<file path="src/rtl/am_lock_controller.sv">
// am_lock_controller: per-physical-lane alignment-marker lock FSM.
// Priority-decodes the AM match mask, confirms the same lane one AM period later,
// declares lock, and drops it after MAX_INVALID consecutive bad markers.
// Optional statistics counters are built when AM_LOCK_STATS_EN is defined.
module am_lock_controller #(
  parameter int unsigned NB_LANES      = 20,
  parameter int unsigned NB_LANE_ID    = $clog2(NB_LANES),
  parameter int unsigned AM_PERIOD     = 16384,
  parameter int unsigned MAX_INVALID   = 4,
  parameter int unsigned NB_PERIOD_CNT = $clog2(AM_PERIOD)
) (
  input  logic                  i_clock,
  input  logic                  i_reset,
  input  logic                  i_valid,
  input  logic [NB_LANES-1:0]   i_match_mask,
  output logic                  o_lock,
  output logic [NB_LANE_ID-1:0] o_lane_id,
  output logic                  o_am_flag,
  output logic                  o_resync
`ifdef AM_LOCK_STATS_EN
  ,
  output logic [15:0]           o_lock_loss_count,
  output logic [15:0]           o_bad_am_count
`endif
);

  localparam int unsigned NbInvCnt = $clog2(MAX_INVALID + 1);
  localparam logic [NB_PERIOD_CNT-1:0] CntLast = NB_PERIOD_CNT'(AM_PERIOD - 1);
  localparam logic [NbInvCnt-1:0] InvLimit = NbInvCnt'(MAX_INVALID);

  typedef enum logic [1:0] {
    StFind1st = 2'd0,
    StCount1  = 2'd1,
    StLocked  = 2'd2,
    StUnused  = 2'd3
  } state_e;

  state_e                   state_q;
  logic [NB_PERIOD_CNT-1:0] period_cnt_q;
  logic [NbInvCnt-1:0]      inv_cnt_q;
  logic                     lock_q;
  logic [NB_LANE_ID-1:0]    lane_id_q;
  logic                     am_flag_q;
  logic                     resync_q;

  logic [NB_LANE_ID-1:0]    dec_id;
  logic                     dec_hit;
  logic                     am_pos;
  logic                     lane_hit;
  logic [NbInvCnt-1:0]      inv_inc;

  // Lowest set bit of the match mask wins.
  always_comb begin
    dec_id  = '0;
    dec_hit = |i_match_mask;
    for (int k = NB_LANES - 1; k >= 0; k--) begin
      if (i_match_mask[k]) dec_id = NB_LANE_ID'(k);
    end
  end

  assign am_pos   = i_valid && (period_cnt_q == CntLast);
  assign lane_hit = i_match_mask[lane_id_q];
  assign inv_inc  = inv_cnt_q + NbInvCnt'(1);

`ifdef AM_LOCK_STATS_EN
  logic [15:0] lock_loss_cnt_q;
  logic [15:0] bad_am_cnt_q;

  // Saturating statistics, cleared only by reset.
  always_ff @(posedge i_clock) begin
    if (i_reset) begin
      lock_loss_cnt_q <= '0;
      bad_am_cnt_q    <= '0;
    end else if (state_q == StLocked && am_pos && !lane_hit) begin
      if (bad_am_cnt_q != 16'hFFFF) bad_am_cnt_q <= bad_am_cnt_q + 16'd1;
      if (inv_inc == InvLimit && lock_loss_cnt_q != 16'hFFFF) begin
        lock_loss_cnt_q <= lock_loss_cnt_q + 16'd1;
      end
    end
  end

  assign o_lock_loss_count = lock_loss_cnt_q;
  assign o_bad_am_count    = bad_am_cnt_q;
`endif

  // Lock FSM with registered outputs; everything holds while i_valid is low.
  always_ff @(posedge i_clock) begin
    if (i_reset) begin
      state_q      <= StFind1st;
      period_cnt_q <= '0;
      inv_cnt_q    <= '0;
      lock_q       <= 1'b0;
      lane_id_q    <= '0;
      am_flag_q    <= 1'b0;
      resync_q     <= 1'b0;
    end else begin
      am_flag_q <= 1'b0;
      resync_q  <= 1'b0;
      if (state_q == StUnused) begin
        state_q <= StFind1st;
      end else if (i_valid) begin
        unique case (state_q)
          StFind1st: begin
            if (dec_hit) begin
              lane_id_q    <= dec_id;
              period_cnt_q <= '0;
              state_q      <= StCount1;
            end
          end
          StCount1: begin
            if (am_pos) begin
              period_cnt_q <= '0;
              if (lane_hit) begin
                state_q   <= StLocked;
                lock_q    <= 1'b1;
                am_flag_q <= 1'b1;
                inv_cnt_q <= '0;
              end else begin
                // The failing block itself is not re-captured.
                state_q <= StFind1st;
              end
            end else begin
              period_cnt_q <= period_cnt_q + NB_PERIOD_CNT'(1);
            end
          end
          StLocked: begin
            if (am_pos) begin
              period_cnt_q <= '0;
              am_flag_q    <= 1'b1;
              if (lane_hit) begin
                inv_cnt_q <= '0;
              end else if (inv_inc == InvLimit) begin
                lock_q    <= 1'b0;
                resync_q  <= 1'b1;
                inv_cnt_q <= '0;
                state_q   <= StFind1st;
              end else begin
                inv_cnt_q <= inv_inc;
              end
            end else begin
              period_cnt_q <= period_cnt_q + NB_PERIOD_CNT'(1);
            end
          end
          default: state_q <= StFind1st;
        endcase
      end
    end
  end

  assign o_lock    = lock_q;
  assign o_lane_id = lane_id_q;
  assign o_am_flag = am_flag_q;
  assign o_resync  = resync_q;

endmodule

</file>
<file path="config.mk">
export PLATFORM = sky130hd
export DESIGN_NAME = am_lock_controller
export DESIGN_NICKNAME = d
export VERILOG_FILES = /design/src/rtl/am_lock_controller.sv
export SDC_FILE = /design/constraint.sdc
export NUM_CORES = 1
export LEC_CHECK = 0
export CORE_ASPECT_RATIO = 1.1
export CORE_MARGIN = 1
export CORE_UTILIZATION = 33
export DETAILED_ROUTE_END_ITERATION = 8
export PLACE_DENSITY = 0.59
export SETUP_SLACK_MARGIN = 0.15
export SYNTH_ARGS = -nofsm -noshare
export SYNTH_HDL_FRONTEND = slang
export SYNTH_SLANG_ARGS = --single-unit
export TNS_END_PERCENT = 10
</file>
<file path="constraint.sdc">
create_clock -name i_clock -period 3.55 [get_ports i_clock]
set_clock_uncertainty 0.15 [all_clocks]
set_input_delay 0.71 -clock i_clock [delete_from_list [all_inputs] [get_ports i_clock]]
set_output_delay 0.71 -clock i_clock [all_outputs]
set_load 0.01 [all_outputs]
</file>
==> key figures, run 1 <==
Run status
  – Status: complete, no violations

Logic synthesis
  – Post-Synthesis Cells: 221
  – Mapped Nets: ~250
  – Avg Cell Area, Syn: 8.05 µm²
  – Post-synth EDFFs: 0
  – Cell area after synthesis: between 1500 and 2000 µm²
  – Seq cells post-synth: 27
  – Ys Warns: 0
  – Async S/R FF share, synth: 0%
  – Synth Flop Type: dfxtp_1
  – Register area share after synthesis: 30.4%
  – Yosys cell types: 48

Detailed routing
  – Number of remaining DRC errors: 0
  – Via count: about 1700
  – Router iterations before antenna repair: 4
  – DR vias/cell: 5.13
  – Antenna-violating nets left: 0
  – Number of DRC markers in iteration 0: ~110
  – Final wirelength: 4.09 mm
  – Routed len/inst: approximately 13 µm

GRT
  – First-pass GRT wire length: a little over 7 mm
  – Grt ovf: 0
  – Number of global-route vias before repair: around 1600
  – Initial antenna violation count: 0
  – GR Util All Layers: between 10% and 20%
  – Largest net degree at the start of global routing: 19

Place
  – Port Buffers: 30
  – Detail Placement HPWL: ~3.2 mm
  – Gp weighted congestion: ~0.79
  – Placed instance count: roughly 320

Critical path
  – Crit path capture type: flop
  – Largest stage delay, worst path: between 500 and 600 ps
  – Setup crit start kind: primary input
  – Cell Chain, Critical Path: clkdlybuf4s50_1 -> mux2i_1 -> mux4_2 -> and3_4 -> or3b_4 -> or3_1 -> a21oi_1
  – Slowest stage cell, crit path: clkdlybuf4s50_1
  – CP arrival: about 3000 ps
  – Crit Path Class: primary input to flop
  – CP required: 3590 ps
  – Reg2reg setup slack: just over 900 ps
  – CP Max Fanout: 5

Clock tree
  – Post-CTS Setup Bufs: 0
  – Cts hold-fix bufs: 0
  – Clk Latency, worst-skew pair: around 270 ps
  – Longest Clk Path Bufs: 2
  – Clock transition at path regs: 90 ps
  – Depth of the CTS H-tree: 1
  – TritonCTS Buffers: 3
  – Root Driver: clkbuf_8
  – Resize count post-CTS: 0
  – CTS tree: yes
  – Clk sinks: 27

Floorplan
  – Die X: a little over 70 µm
  – Core area: 5100 µm²
  – Initial core utilization: 34.9%
  – I/O pin count: 31
  – Die area: 5690 µm²
  – Floorplan row count: 27
  – DIE HEIGHT: between 70 and 80 µm

STA
  – Final min period: 2910 ps
  – Fin Setup TNS: 0 ps
  – Worst slew pin tran: approximately 630 ps
  – Final-report hold violation count: 0
  – Pins over their slew limit: 0
  – RSZ-0062 raised after global routing: no
  – Fmax: between 300 and 400 MHz
  – Rel. slew slack: approximately 58%
  – # setup viols final: 0
  – Fin Hold WS: around 320 ps
  – Fin crit share: between 80% and 90%

Final layout
  – Fillers: around 530
  – Layout cell share with drive strength beyond 1: 5.58%
  – Antenna cell count: 0
  – P&R area growth vs syn: 23.7%
  – Post-route insts no fill: around 320
  – Post-layout nets: between 200 and 300

Power and ir drop
  – VDD IR max: roughly 180 µV
  – Power per cell area: 279 nW/µm²
  – Pwr Total: approximately 610 µW
  – Static Leak: between 0.0007 and 0.0008 µW

Worst hold path
  – Hold Path Class: flop to flop

Job
  – Max-cap violations: 0
registers in the layout (all words and copies together), names as in the netlist:
name,flops
o_am_flag,1
o_lock,1
period_cnt_q,14
inv_cnt_q,3
o_lane_id,5
o_resync,1
state_q,2
cell type report:
cell class	count	area [µm²]	share of cell area [%]
Inverter	13	48.8	2.22
Timing Repair Buffer	32	315	14.3
Clock inverter	1	5.00	0.228
Clock buffer	3	41.3	1.88
Multi-Input combinational cell	175	1160	52.7
Sequential cell	27	541	24.6
Tap cell	72	90.1	4.10
through the flow:
stage | instance area [µm²] | setup slack (ps) | util, %
after floorplan | 1780 | 1070 | -
after global placement | 2150 | 363 | 42.2
after detailed placement | 2150 | 353 | 42.2
after CTS | 2200 | 631 | 43.1
after global routing | 2200 | 572 | 43.1
final | 2200 | 636 | 43.1
critical path, delay by kind of cell:
kind,cells,cell delay [ps]
AND/OR/NAND/NOR,3,970
AO/OA/AOI/OAI,1,150
buffers and inverters,1,550
multiplexers,2,580
logic make-up after synthesis:
group	synth area share [%]
AO/OA/AOI/OAI	16.3
multiplexers	8.94
adder cells (fa/ha/maj)	4.93
buffers and inverters	4.43
flip-flops	30.4
AND/OR/NAND/NOR	29.6
XOR/XNOR	5.42
path summary, 6_finish.rpt:
kind | startpoint | to | depth (start not counted)
max | i_match_mask[7] | o_lock | 7
min reg2reg | o_lock | o_lock | 2
min | o_lock | o_lock | 2
max reg2reg | o_lane_id[2] | o_lock | 6
layout by cell type, fill, tap and decap left out, types with 4 or more instances in the layout:
| cell | n |
|---|---|
| a21oi_1 | 13 |
| clkdlybuf4s50_1 | 30 |
| dfxtp_1 | 27 |
| ha_1 | 7 |
| inv_1 | 13 |
| mux2i_1 | 8 |
| nand2_1 | 12 |
| nand2b_1 | 6 |
| nand3_1 | 6 |
| nor2_1 | 34 |
| nor3_1 | 9 |
| nor4_1 | 8 |
| o21ai_0 | 9 |
| o31ai_1 | 4 |
| or3_1 | 5 |
| xnor2_1 | 10 |
routing by layer:
metal | up-vias | wire length, µm | GRT usage (%)
li1 | 858 | - | -
met2 | 24 | 2060 | 28.9
met4 | 0 | 14 | 1.76
met5 | - | 0 | 0
met1 | 773 | 1880 | 18.5
met3 | 2 | 130 | 2.66
cell usage after synthesis (2+ instances only):
library cell  instances  area (µm²)
nand4_1               3        18.8
nand2b_1              6        37.5
nor3_1                9        45.0
nand2_1              12        45.0
o21ai_0               9        45.0
a211oi_1              3        22.5
nor4_1                8        50.1
and2_1                3        18.8
a21oi_1              13        65.1
o31ai_1               4        30.0
inv_1                13        48.8
or4_1                 3        22.5
nand3_1               6        30.0
o211ai_1              2        15.0
nor2b_1               3        18.8
ha_1                  7        87.6
or3_1                 5        31.3
mux2i_1               8        80.1
xnor2_1              10        87.6
dfxtp_1              27         541
nor2_1               34         128
clkbuf_1              5        18.8
mux4_2                3        67.6
where the power goes:
part	switching, µW	internal (µW)	total (µW)
Clock	91.9	78.5	170
Combinational	64.3	63.6	128
Sequential	7.41	309	316
(Power assumes the default switching activity.)
==> run 2, diff against run 1 <==
PLACE_DENSITY = 0.61   (was 0.59)
clock period = 2.5 ns   (was 3.55 ns; I/O delays follow)
==> key figures, run 2 (synthesis gave the netlist of run 1 again) <==
Final layout
  – Most frequent cells in the layout: 34 x nor2_1, 33 x buf_4, 26 x dfxtp_1
  – Antenna cell count: 0 (unchanged)
  – Top reg by flops: period_cnt_q
  – Layout cell share with drive strength beyond 1: 18.8% (+13 points)
  – P&R area growth vs syn: 37.6%
  – Most common cell after layout, fill and taps aside: nor2_1
  – Max reg flops: 14 (unchanged)
  – Post-layout nets: 313 (+11%)

Critical path
  – Crit Path Class: primary input to flop
  – Setup crit start kind: primary input
  – Slowest stage cell, crit path: mux4_2
  – CP Max Fanout: 4 (-1)
  – CP arrival: 2410 ps (-540 ps)
  – CP required: 2560 ps (-1030 ps)
  – Crit path capture type: flop
  – CP Buf/Inv Count: 1 (unchanged)
  – Largest stage delay, worst path: 480 ps (-70 ps)
  – Crit path max-delay family: simple AND/OR/NAND/NOR gates
  – Cell Chain, Critical Path: dlygate4sd2_1 -> mux2i_1 -> mux4_2 -> and3_4 -> or3b_4 -> or3_1 -> a21oi_1

GRT
  – First-pass GRT wire length: 7.57 mm (+7.1%)
  – Initial antenna violation count: 0 (unchanged)
  – GR Util All Layers: 16.3% (+1.0 points)
  – Grt ovf: 0 (unchanged)
  – Number of global-route vias before repair: 1726 (+6.3%)
  – Largest net degree at the start of global routing: 15 (-4)

STA
  – RSZ-0062 raised after global routing: yes
  – Fin crit share: a little over nine tenths
  – # setup viols final: 0 (unchanged)
  – Fin Setup TNS: 0 ps (unchanged)
  – Rel. slew slack: 65.3% (+7.5 points)
  – Final worst setup slack: 145 ps (-491 ps)
  – Final-report hold violation count: 0 (unchanged)
  – Fin Hold WS: 331 ps (+8.02 ps)
  – Fmax: between 400 and 500 MHz
  – Worst slew pin tran: 515 ps (-116 ps)
  – Pins over their slew limit: 0 (unchanged)
  – Final min period: between 2000 and 2500 ps

Worst hold path
  – Hold Path Class: flop to flop

Detailed routing
  – Via count: 1789 (+8.0%)
  – Final wirelength: 4.41 mm (+7.8%)
  – Number of remaining DRC errors: 0 (unchanged)
  – Antenna-violating nets left: 0 (unchanged)
  – Routed len/inst: 12.5 µm (-1.7%)
  – Number of DRC markers in iteration 0: 100 (-12%)
  – Router iterations before antenna repair: 4 (unchanged)
  – DR vias/cell: 5.05 (-1.5%)

Clock tree
  – Clk Latency, worst-skew pair: 270 ps (about the same)
  – Longest Clk Path Bufs: 2 (unchanged)
  – Clk sinks: 27 (unchanged)
  – TritonCTS Buffers: 3 (unchanged)
  – Root Driver: clkbuf_8
  – Clock transition at path regs: 90 ps (about the same)
  – CTS tree: yes
  – Depth of the CTS H-tree: 1 (unchanged)

Floorplan
  – DIE HEIGHT: 79.0 µm (unchanged)
  – Die area: 5690 µm² (unchanged)
  – Core area: 5100 µm² (unchanged)
  – Floorplan row count: 27 (unchanged)
  – Initial core utilization: 34.9% (unchanged)
  – Die X: 72.0 µm (unchanged)
  – I/O pin count: 31 (unchanged)

Power and ir drop
  – Comb pwr share: 23.2% (+2.4 points)
  – Static Leak: 0.000884 µW (+25%)
  – Int Pwr: 660 µW (+46%)
  – Clk pwr share: 27.2% (-0.5 points)
  – Net Switching: 243 µW (+49%)
  – Power per cell area: 369 nW/µm² (+32%)
  – VDD IR max: 283 µV (+61%)
  – Reg power frac: 49.6% (-1.8 points)
  – Sw frac: 26.9% (+0.31 points)

Job
  – Max-cap violations: 0 (unchanged)

Place
  – Place WS: -433 ps (-786 ps)
  – Detail Placement HPWL: 3.39 mm (+6.8%)
  – Port Buffers: 30 (unchanged)
  – Gp weighted congestion: 0.788 (-0.48%)

Run status
  – Status: complete, no violations
## run 2: cell count changes in the layout (fill, tap and decap cells not counted), moves of 4 or more
cell,before,now
dlygate4sd2_1,0,20
nor4_2,0,4
buf_4,2,33
nor4_1,8,4
clkdlybuf4s50_1,30,10
## run 2: layer usage
metal | up-vias | routed length, µm | share of wire [%] | track usage [%]
met5 | - | 0 | 0 | 0
met4 | 0 | 14 | 0.32 | 1.76
met3 | 2 | 137 | 3.1 | 3.05
met2 | 30 | 2210 | 50 | 30.2
met1 | 837 | 2050 | 46 | 20.1
li1 | 920 | - | - | -
## run 2: what timing repair did
item,4_1_cts,5_1_grt
resized for setup,26,4
setup buffers,1,0
pin swaps,8,3
hold buffers,0,0
endpoints found under the setup margin,23,18
## run 2: path summary, 6_finish.rpt
check / slack (ps) / cells past startpoint / end / start
min: 330 / 2 / o_lock / o_lock
max reg2reg: 170 / 7 / inv_cnt_q[2] / period_cnt_q[0]
max: 140 / 7 / state_q[1] / i_match_mask[14]
min reg2reg: 330 / 2 / o_lock / o_lock
## run 2: stage by stage
step	instances	cell area, µm²	utilization [%]	total power (µW)
2_1_floorplan	221	1780	-	558
3_3_place_gp	349	2380	46.6	674
3_5_place_dp	349	2380	46.6	675
4_1_cts	354	2430	47.6	909
5_1_grt	354	2450	48.0	960
6_report	354	2450	48.0	904
## run 2: tightest hold or removal path: stages (launching register included)
cell and delay [ps]:
dfxtp_1 330, o41ai_1 60, a21oi_1 60
## run 2: power by group through the flow
stage,sequential [µW],combinational [µW],clock [µW]
CTS,448,208,253
detailed placement,459,216,0
floorplan,457,100,0
global route,450,234,276
global placement,458,215,0
finish,448,210,246
## run 2: area by class of cell
class                      count  area, µm²
clock buffer                   4       45.0
tap                           72       90.1
inverter                      13       48.8
timing repair buffer          63        523
multi-input combinational    175       1200
fill                         512       2650
sequential                    27        544
